File: config.mk
export PLATFORM = sky130hd
export DESIGN_NAME = coherence_bus_arbiter_flat
export DESIGN_NICKNAME = d
export VERILOG_FILES = /design/src/rtl/coherence_bus_arbiter_if.sv /design/src/rtl/coherence_bus_arbiter.sv /design/src/flat_wrapper.sv
export SDC_FILE = /design/constraint.sdc
export NUM_CORES = 1
export LEC_CHECK = 0
export ABC_AREA = 1
export BUFFER_PORTS_ARGS = -buffer_cell sky130_fd_sc_hd__buf_2
export CAP_MARGIN = 25
export CORE_UTILIZATION = 30
export DETAILED_ROUTE_END_ITERATION = 10
export SYNTH_ARGS = -nofsm -noshare
export SYNTH_HDL_FRONTEND = slang
export SYNTH_SLANG_ARGS = --single-unit
File: constraint.sdc
create_clock -name clk -period 2.5 [get_ports clk]
set_clock_uncertainty 0.15 [all_clocks]
set_input_delay 0.125 -clock clk [delete_from_list [all_inputs] [get_ports clk]]
set_output_delay 0.125 -clock clk [all_outputs]
set_load 0.02 [all_outputs]
File: src/rtl/coherence_bus_arbiter_if.sv
// Bus between the two cpus and the coherence arbiter: per-cpu requests and tags
// in, grant / snoop / invalidate / data-source steering out.
interface coherence_bus_arbiter_if #(
    parameter int unsigned TAG_W = 13
);
    logic [1:0]       read_miss;
    logic [1:0]       write_miss;
    logic [1:0]       invalidate;
    logic [TAG_W-1:0] bico0;
    logic [TAG_W-1:0] bico1;
    logic [1:0]       cpu_search_found;
    logic             u_rdy;
    logic [1:0]       grant;
    logic [TAG_W-1:0] boci;
    logic [1:0]       cpu_search;
    logic [1:0]       cpu_datasel0;
    logic [1:0]       cpu_datasel1;
    logic [1:0]       invalidate_from_other_cpu;
    logic             mem_req;
    logic             timeout_err;
    logic             busy;

    // Arbiter side.
    modport master (
        input  read_miss, write_miss, invalidate, bico0, bico1, cpu_search_found, u_rdy,
        output grant, boci, cpu_search, cpu_datasel0, cpu_datasel1,
        output invalidate_from_other_cpu, mem_req, timeout_err, busy
    );

    // Cpu / memory side.
    modport slave (
        output read_miss, write_miss, invalidate, bico0, bico1, cpu_search_found, u_rdy,
        input  grant, boci, cpu_search, cpu_datasel0, cpu_datasel1,
        input  invalidate_from_other_cpu, mem_req, timeout_err, busy
    );
endinterface

File: src/rtl/coherence_bus_arbiter.sv
// Snooping-bus arbiter for two cpus: round-robin pick of one requester, snoop the
// peer, then source the line from the peer cache or from unified memory.
// All outputs are registered; they are computed from the next state.
module coherence_bus_arbiter #(
    parameter int unsigned TAG_W   = 13,
    parameter int unsigned TIMEOUT = 255
) (
    input logic                     clk,
    input logic                     rst_n,
    coherence_bus_arbiter_if.master bus_io
);
    localparam int unsigned CntW = $clog2(TIMEOUT + 1);

    localparam logic [1:0] SelNone = 2'b00;
    localparam logic [1:0] SelMem  = 2'b01;
    localparam logic [1:0] SelPeer = 2'b10;

    typedef enum logic [2:0] {StIdle, StSnoop, StDecide, StMem, StDone} state_e;
    typedef enum logic [1:0] {TxInv, TxRead, TxWrite} tx_e;

    state_e           state_q, state_d;
    tx_e              tx_q, tx_d;
    logic             owner_q, owner_d;
    logic             last_q, last_d;
    logic [TAG_W-1:0] boci_q, boci_d;
    logic [CntW-1:0]  cnt_q, cnt_d;

    logic [1:0] grant_q, grant_d;
    logic [1:0] search_q, search_d;
    logic [1:0] inv_q, inv_d;
    logic [1:0] sel0_q, sel0_d;
    logic [1:0] sel1_q, sel1_d;
    logic       mem_req_q, mem_req_d;
    logic       tmo_q, tmo_d;
    logic       busy_q, busy_d;

    logic [1:0] req;
    logic       peer;
    logic       new_owner;
    logic       finish;
    logic       abort;
    logic [1:0] sel;

    assign req  = bus_io.read_miss | bus_io.write_miss | bus_io.invalidate;
    assign peer = ~owner_q;

    // Next-state, transaction latching and next values of the registered outputs.
    always_comb begin
        state_d   = state_q;
        tx_d      = tx_q;
        owner_d   = owner_q;
        last_d    = last_q;
        boci_d    = boci_q;
        cnt_d     = cnt_q;
        grant_d   = '0;
        search_d  = '0;
        inv_d     = '0;
        sel0_d    = SelNone;
        sel1_d    = SelNone;
        mem_req_d = 1'b0;
        tmo_d     = 1'b0;
        new_owner = owner_q;
        finish    = 1'b0;
        abort     = 1'b0;
        sel       = SelNone;

        unique case (state_q)
            StIdle: begin
                if (|req) begin
                    // Tie goes to whichever cpu was not served last.
                    new_owner = (&req) ? ~last_q : req[1];
                    owner_d   = new_owner;
                    if (bus_io.write_miss[new_owner]) begin
                        tx_d = TxWrite;
                    end else if (bus_io.read_miss[new_owner]) begin
                        tx_d = TxRead;
                    end else begin
                        tx_d = TxInv;
                    end
                    boci_d              = new_owner ? bus_io.bico1 : bus_io.bico0;
                    search_d[~new_owner] = 1'b1;
                    state_d             = StSnoop;
                end
            end
            StSnoop: begin
                // Writes and upgrades both kill the peer's copy.
                if (tx_q != TxRead) begin
                    inv_d[peer] = 1'b1;
                end
                state_d = StDecide;
            end
            StDecide: begin
                if (tx_q == TxInv) begin
                    finish = 1'b1;
                end else if (bus_io.cpu_search_found[peer]) begin
                    finish = 1'b1;
                    sel    = SelPeer;
                end else begin
                    state_d   = StMem;
                    mem_req_d = 1'b1;
                end
            end
            StMem: begin
                cnt_d = cnt_q + CntW'(1);
                // A ready in the final allowed cycle still wins over the abort.
                if (bus_io.u_rdy) begin
                    finish = 1'b1;
                    sel    = SelMem;
                end else if (cnt_q == CntW'(TIMEOUT - 1)) begin
                    finish = 1'b1;
                    abort  = 1'b1;
                end else begin
                    mem_req_d = 1'b1;
                end
            end
            StDone: begin
                last_d  = owner_q;
                cnt_d   = '0;
                state_d = StIdle;
            end
            default: state_d = StIdle;
        endcase

        if (finish) begin
            state_d = StDone;
            if (abort) begin
                tmo_d = 1'b1;
            end else begin
                grant_d[owner_q] = 1'b1;
                if (owner_q) begin
                    sel1_d = sel;
                end else begin
                    sel0_d = sel;
                end
            end
        end

        busy_d = (state_d != StIdle);
    end

    // State, transaction context and output registers.
    always_ff @(posedge clk or negedge rst_n) begin
        if (!rst_n) begin
            state_q   <= StIdle;
            tx_q      <= TxInv;
            owner_q   <= 1'b0;
            last_q    <= 1'b1;
            boci_q    <= '0;
            cnt_q     <= '0;
            grant_q   <= '0;
            search_q  <= '0;
            inv_q     <= '0;
            sel0_q    <= SelNone;
            sel1_q    <= SelNone;
            mem_req_q <= 1'b0;
            tmo_q     <= 1'b0;
            busy_q    <= 1'b0;
        end else begin
            state_q   <= state_d;
            tx_q      <= tx_d;
            owner_q   <= owner_d;
            last_q    <= last_d;
            boci_q    <= boci_d;
            cnt_q     <= cnt_d;
            grant_q   <= grant_d;
            search_q  <= search_d;
            inv_q     <= inv_d;
            sel0_q    <= sel0_d;
            sel1_q    <= sel1_d;
            mem_req_q <= mem_req_d;
            tmo_q     <= tmo_d;
            busy_q    <= busy_d;
        end
    end

    assign bus_io.grant                     = grant_q;
    assign bus_io.boci                      = boci_q;
    assign bus_io.cpu_search                = search_q;
    assign bus_io.cpu_datasel0              = sel0_q;
    assign bus_io.cpu_datasel1              = sel1_q;
    assign bus_io.invalidate_from_other_cpu = inv_q;
    assign bus_io.mem_req                   = mem_req_q;
    assign bus_io.timeout_err               = tmo_q;
    assign bus_io.busy                      = busy_q;
endmodule

File: src/flat_wrapper.sv
// flat-port wrapper written by rule: the top's interface ports become plain ports
module coherence_bus_arbiter_flat 
#(
    parameter int unsigned TAG_W   = 13,
    parameter int unsigned TIMEOUT = 255
)
  (clk, rst_n, bus_io_read_miss, bus_io_write_miss, bus_io_invalidate, bus_io_bico0, bus_io_bico1, bus_io_cpu_search_found, bus_io_u_rdy, bus_io_grant, bus_io_boci, bus_io_cpu_search, bus_io_cpu_datasel0, bus_io_cpu_datasel1, bus_io_invalidate_from_other_cpu, bus_io_mem_req, bus_io_timeout_err, bus_io_busy);
  coherence_bus_arbiter_if #(.TAG_W(TAG_W)) bus_io_i ();
  input logic clk;
  input logic rst_n;
  input wire logic [$bits(bus_io_i.read_miss)-1:0] bus_io_read_miss;
  input wire logic [$bits(bus_io_i.write_miss)-1:0] bus_io_write_miss;
  input wire logic [$bits(bus_io_i.invalidate)-1:0] bus_io_invalidate;
  input wire logic [$bits(bus_io_i.bico0)-1:0] bus_io_bico0;
  input wire logic [$bits(bus_io_i.bico1)-1:0] bus_io_bico1;
  input wire logic [$bits(bus_io_i.cpu_search_found)-1:0] bus_io_cpu_search_found;
  input wire logic [$bits(bus_io_i.u_rdy)-1:0] bus_io_u_rdy;
  output wire logic [$bits(bus_io_i.grant)-1:0] bus_io_grant;
  output wire logic [$bits(bus_io_i.boci)-1:0] bus_io_boci;
  output wire logic [$bits(bus_io_i.cpu_search)-1:0] bus_io_cpu_search;
  output wire logic [$bits(bus_io_i.cpu_datasel0)-1:0] bus_io_cpu_datasel0;
  output wire logic [$bits(bus_io_i.cpu_datasel1)-1:0] bus_io_cpu_datasel1;
  output wire logic [$bits(bus_io_i.invalidate_from_other_cpu)-1:0] bus_io_invalidate_from_other_cpu;
  output wire logic [$bits(bus_io_i.mem_req)-1:0] bus_io_mem_req;
  output wire logic [$bits(bus_io_i.timeout_err)-1:0] bus_io_timeout_err;
  output wire logic [$bits(bus_io_i.busy)-1:0] bus_io_busy;
  assign bus_io_i.read_miss = bus_io_read_miss;
  assign bus_io_i.write_miss = bus_io_write_miss;
  assign bus_io_i.invalidate = bus_io_invalidate;
  assign bus_io_i.bico0 = bus_io_bico0;
  assign bus_io_i.bico1 = bus_io_bico1;
  assign bus_io_i.cpu_search_found = bus_io_cpu_search_found;
  assign bus_io_i.u_rdy = bus_io_u_rdy;
  assign bus_io_grant = bus_io_i.grant;
  assign bus_io_boci = bus_io_i.boci;
  assign bus_io_cpu_search = bus_io_i.cpu_search;
  assign bus_io_cpu_datasel0 = bus_io_i.cpu_datasel0;
  assign bus_io_cpu_datasel1 = bus_io_i.cpu_datasel1;
  assign bus_io_invalidate_from_other_cpu = bus_io_i.invalidate_from_other_cpu;
  assign bus_io_mem_req = bus_io_i.mem_req;
  assign bus_io_timeout_err = bus_io_i.timeout_err;
  assign bus_io_busy = bus_io_i.busy;
  coherence_bus_arbiter #(.TAG_W(TAG_W), .TIMEOUT(TIMEOUT)) u_core (.clk(clk), .rst_n(rst_n), .bus_io(bus_io_i));
endmodule
**Word-level counts from Yosys, hierarchy flattened**

Cells that the tools add are included.
Widths: inputs -> output; s select.

- Bits in registers: 41
- Bits in latches: 0
- RAM bits: 0
- ROM bits: 0
- Bits of input ports: 37
- Output and inout bits: 26
- Logic and storage cells: 95
- Memories: 0

- Add/sub/neg operators: 1
- Multipliers: 0
- Div/mod/pow operators: 0
- $lt $le $gt $ge: 7
- Eq/ne operators: 6
- Shift-type cells: 0
- Muxes and demuxes: 52
- Bitwise gates (word level): 5
- Reduce and logical (&&, ||, !) cells: 10

Operators by type and width:

| operator | count |
|---|---|
| $mux 2 | 15 |
| $mux 1 | 24 |
| $pmux 8 s2 | 1 |
| $mux 13 | 1 |
| $mux 3 | 4 |
| $pmux 3 s4 | 1 |
| $add 8x1->8 const B | 1 |
| $eq 8x8->1 const B | 1 |
| $lt 1x2->1 const B | 4 |
| $eq 3x2->1 const B | 2 |
| $or 2x2->2 | 2 |
| $pmux 1 s2 | 2 |
| $pmux 2 s2 | 1 |
| $reduce_and 2->1 | 2 |
| $demux 1 s1 | 3 |
| $eq 3x1->1 const B | 1 |
| $eq 3x3->1 const B | 1 |
| $ge 1x1->1 const B | 3 |
| $logic_and 1x1->1 | 3 |
| $logic_not 3->1 | 1 |
| $not 1->1 | 3 |
| $reduce_bool 3->1 | 1 |
| $logic_not 2->1 | 1 |
| $ne 2x1->1 const B | 1 |
| other kinds (2) | 2 |

**Longest topological paths before layout**

- Depth in word-level cells: 11
- Mapped depth: 11
- Mapped depth without buffers: 11

**Worst setup path before layout**

Ideal clock, no wire load.

- Path kind: register to register
- Start point: register u_core.state_q[0]
- End point: register u_core.boci_q[10] (netlist: u_core.bus_io.boci[10])
- Setup time: 0.124 ns
- Data arrival time: 1.159 ns
- Data required time: 2.226 ns
- Setup slack: 1.066 ns
- Stages on the path, launching flop included: 8
- Buffers on the path: 2
- Clock period less this slack: 1.434 ns
- Path through: dfrtp_1 > nor2_2 > nand2_2 > o21bai_4 > buf_6 > buf_6 > nand2_1 > nand3_1

- Longest elaborated chain between the ends: 2

Ends and longest elaborated chain:

| item | RTL line | text |
|---|---|---|
| from (decl) | coherence_bus_arbiter.sv:21 | `state_e state_q, state_d;` |
| from (signal assigned) | coherence_bus_arbiter.sv:144 | `state_q <= StIdle;` |
| from (signal assigned) | coherence_bus_arbiter.sv:159 | `state_q <= state_d;` |
| $logic_not 3->1 | coherence_bus_arbiter.sv:67 | `unique case (state_q)` |
| $reduce_and 2->1 (no line) | - |  |
| to (signal assigned) | coherence_bus_arbiter.sv:163 | `boci_q <= boci_d;` |
| to (decl) | coherence_bus_arbiter.sv:25 | `logic [TAG_W-1:0] boci_q, boci_d;` |

No other way between the ends.
A chain may end at the register's enable or synchronous reset.

**Worst setup path in the final report**

- Start point: register u_core.state_q[0]
- End point: register u_core.boci_q[0] (netlist: u_core.bus_io.boci[0])

The elaborated chain is that of the path after synthesis.

==> impl_metrics.ini <==
[outcome]
status = completed

[power_and_ir_drop]
clkPwrFrac_pct = 15.4
internal_power_mw = 1.72
p_switching_mw = 1.19
power_frac_seq_pct = 35.9
netSwitchingFraction_pct = 40.9
combPwrFrac_pct = 48.7
power.leakage_nw = 1.37
vdd_drop_max_mv = 0.396
pwr_density_cell_nw_per_um2 = 1130

[floorplan]
die_area_um2 = 6510
core_area_um2 = 5960
die_h_um = 80.7
start_util_pct = 31.2
die_width_um = 80.7
std_cell_rows = 28
ios = 63

[global_routing]
grt_overflow_total = 0
grt_util_all_layers_pct = 14.2
grt_max_degree = 42
grt_pass1_vias = 1591
use_met3_pct = 2.73
busiest_layer = met2
grt_pass1_wl_um = 7070
antenna_found_initial = 0
use_met1_pct = 18.8
use_met2_pct = 22.1

[route]
avgRoutedWirePerCell_um = 11.5
dr.pass1.iters = 4
vias = 1695
drc = 0
vias_per_cell = 4.41
drt_wl_total_um = 4430
drtAntennaViolNets = 0
drt_iter0_drc = 79

[yosys]
synthSimpleGateAreaFrac_pct = 30.6
ys_ff_latch = 41
synthAdderAreaFrac_pct = 1.35
syn_inst = 216
yosys-top-cells-area = dfrtp_1 54%, nand2_1 12%, nand3_1 10%, inv_1 4.2%, o21ai_0 3.2%
yosys_warnings = 0
synth_nets = 255
synth_cell_types = 26
synth_area_um2 = 1860
yosysTopAreaCellShare_pct = 53.9
synthXorXnorAreaFrac_pct = 0
seq_area_frac_synth_pct = 55.3
muxShareOfSynthArea_pct = 0
synth_top_family_by_area = simple AND/OR/NAND/NOR gates
synth-compound-area-share_pct = 5.59
synth_largest_area_cell = dfrtp_1
avgSynthCellArea_um2 = 8.60

[sta]
setup_viol = 0
timing.fmax_mhz = 451
setup_tns_ns = 0
rsz0062_at_grt = false
tightest_slew_ns = 0.887
drv_slew = 0
hold_viol = 0
layout_min_cycle_time_ns = 2.22
hold_ws_ns = 0.0262
relSlewSlack_pct = 40.8
finalCritPeriodShare_pct = 88.7

[cts]
cts_num_sinks = 41
numCtsBuffers = 5
clk_path_buf_depth = 2
clkSlewWorstSetupHoldPaths_ns = 0.08
clk_latency_ns = 0.29
cts_tree = done
cts_setup_buffers = 0
ctsResizeCount = 0
htree_levels = 2
cts_hold_buf = 28
cts_root_buf = clkbuf_8

[layout]
drive_gt1_share_pct = 26.2
syn_to_final_growth_pct = 39.4
fin_nets = 347
diodes = 0

[critical_path]
worstPathArrival_ns = 2.29
max_stage_delay_ns = 0.57
path_cells = nor2_2 > nand2_2 > o21bai_4 > inv_2 > nand3_1 > nand3_1 > dlygate4sd3_1
end_kind = register
worstPathMaxFanout = 20
cp-start-kind = register
cpMaxStageDelayCell = dlygate4sd3_1
cp_common_cell = nand3_1
worst-r2r-setup-slack_ns = 0.28
required_ns = 2.58
worst-setup-path-type = register to register

[run]
drv_cap = 0

[place]
port_buffers = 62
gp_congestion = 0.767
hpwl_um = 3040

[hold_path]
worstHoldPathType = primary input to register
## synth_stat cells
cell type,n
a21oi_1,1
a21oi_2,1
buf_2,1
buf_4,1
buf_6,3
clkinv_2,1
dfrtp_1,40
dfstp_2,1
ha_1,2
inv_1,21
inv_2,1
nand2_1,60
nand2_2,3
nand3_1,38
nand3_2,1
nand3b_1,1
nor2_1,15
nor2_2,1
nor2_4,1
nor3_1,6
o21ai_0,12
o21ai_1,1
o21bai_4,1
o22ai_1,1
or2_1,1
or2_2,1
## area by class of cell
cell class                 instances  area, µm²
timing repair buffer              90        591
inverter                          23       87.6
clock buffer                       7       86.3
fill                             601       3370
multi-input combinational        147        697
sequential                        41       1030
clock inverter                     1       7.51
tap                               75       93.8
## state kept, by name (all words and copies together) (netlist names)
register,cells
u_core.bus_io.boci,13
u_core.cnt_q,8
u_core.state_q,3
u_core.bus_io.cpu_datasel0,2
u_core.bus_io.cpu_datasel1,2
u_core.bus_io.cpu_search,2
u_core.bus_io.grant,2
u_core.bus_io.invalidate_from_other_cpu,2
u_core.tx_q,2
u_core.bus_io.busy,1
u_core.bus_io.mem_req,1
u_core.bus_io.timeout_err,1
u_core.last_q,1
u_core.owner_q,1
## cells by family after synthesis
kind of cell	Yosys count
buffers and inverters	28
AOI/OAI and AO/OA	17
and+or+nand+nor	128
DFF	41
adders and majority gates	2
## layout by cell type, fill, tap and decap left out, types with 6 or more instances in the layout
| master | netlist | final |
|---|---|---|
| buf_2 | 1 | 62 |
| clkbuf_8 | 0 | 6 |
| dfrtp_1 | 40 | 40 |
| dlygate4sd3_1 | 0 | 28 |
| inv_1 | 21 | 21 |
| nand2_1 | 60 | 60 |
| nand3_1 | 38 | 38 |
| nor2_1 | 15 | 15 |
| nor3_1 | 6 | 6 |
| o21ai_0 | 12 | 12 |
## power by group through the flow
| stage | combinational [mW] | sequential, mW | clock, mW |
|---|---|---|---|
| floorplan | 0.679 | 1.24 | 0 |
| global placement | 1.16 | 1.06 | 0 |
| detailed placement | 1.16 | 1.06 | 0 |
| CTS | 1.42 | 1.05 | 0.464 |
| global route | 1.58 | 1.08 | 0.490 |
| finish | 1.42 | 1.05 | 0.448 |
## worst paths after layout
check	start	endpoint	cells after the start
setup / recovery	u_core.state_q[0]	u_core.bus_io.boci[0]	7
setup reg to reg	u_core.state_q[0]	u_core.bus_io.boci[0]	7
hold reg to reg	u_core.tx_q[0]	u_core.tx_q[0]	2
max in group asynchronous	rst_n	u_core.state_q[1]	2
min in group asynchronous	rst_n	u_core.state_q[0]	2
hold / removal	bus_io_read_miss[0]	u_core.tx_q[0]	5
## stage by stage
step | cell area [µm²] | total power, mW | setup WS, ns | util, % | cells
floorplan | 1860 | 1.92 | 1.07 | - | 216
global placement | 2220 | 2.22 | 0.849 | 37.2 | 348
detailed placement | 2220 | 2.22 | 0.845 | 37.2 | 348
CTS | 2590 | 2.93 | 0.324 | 43.5 | 384
global route | 2590 | 3.15 | 0.132 | 43.5 | 384
finish | 2590 | 2.92 | 0.282 | 43.5 | 384
## per-layer routing
metal  vias to the layer above  part of all wire, %
met5                         -                    0
met4                         0                  1.7
met3                         8                  3.0
met2                        28                   50
met1                       785                   45
li1                        874                    -
## worst max-delay path: cells and delay by family (launching register included)
family | cells | cell delay, ns
compound gates | 1 | 0.30
buf+inv | 2 | 0.84
simple gates | 4 | 0.43
flops | 1 | 0.43
No activity file was read; power rests on OpenSTA's default activity.
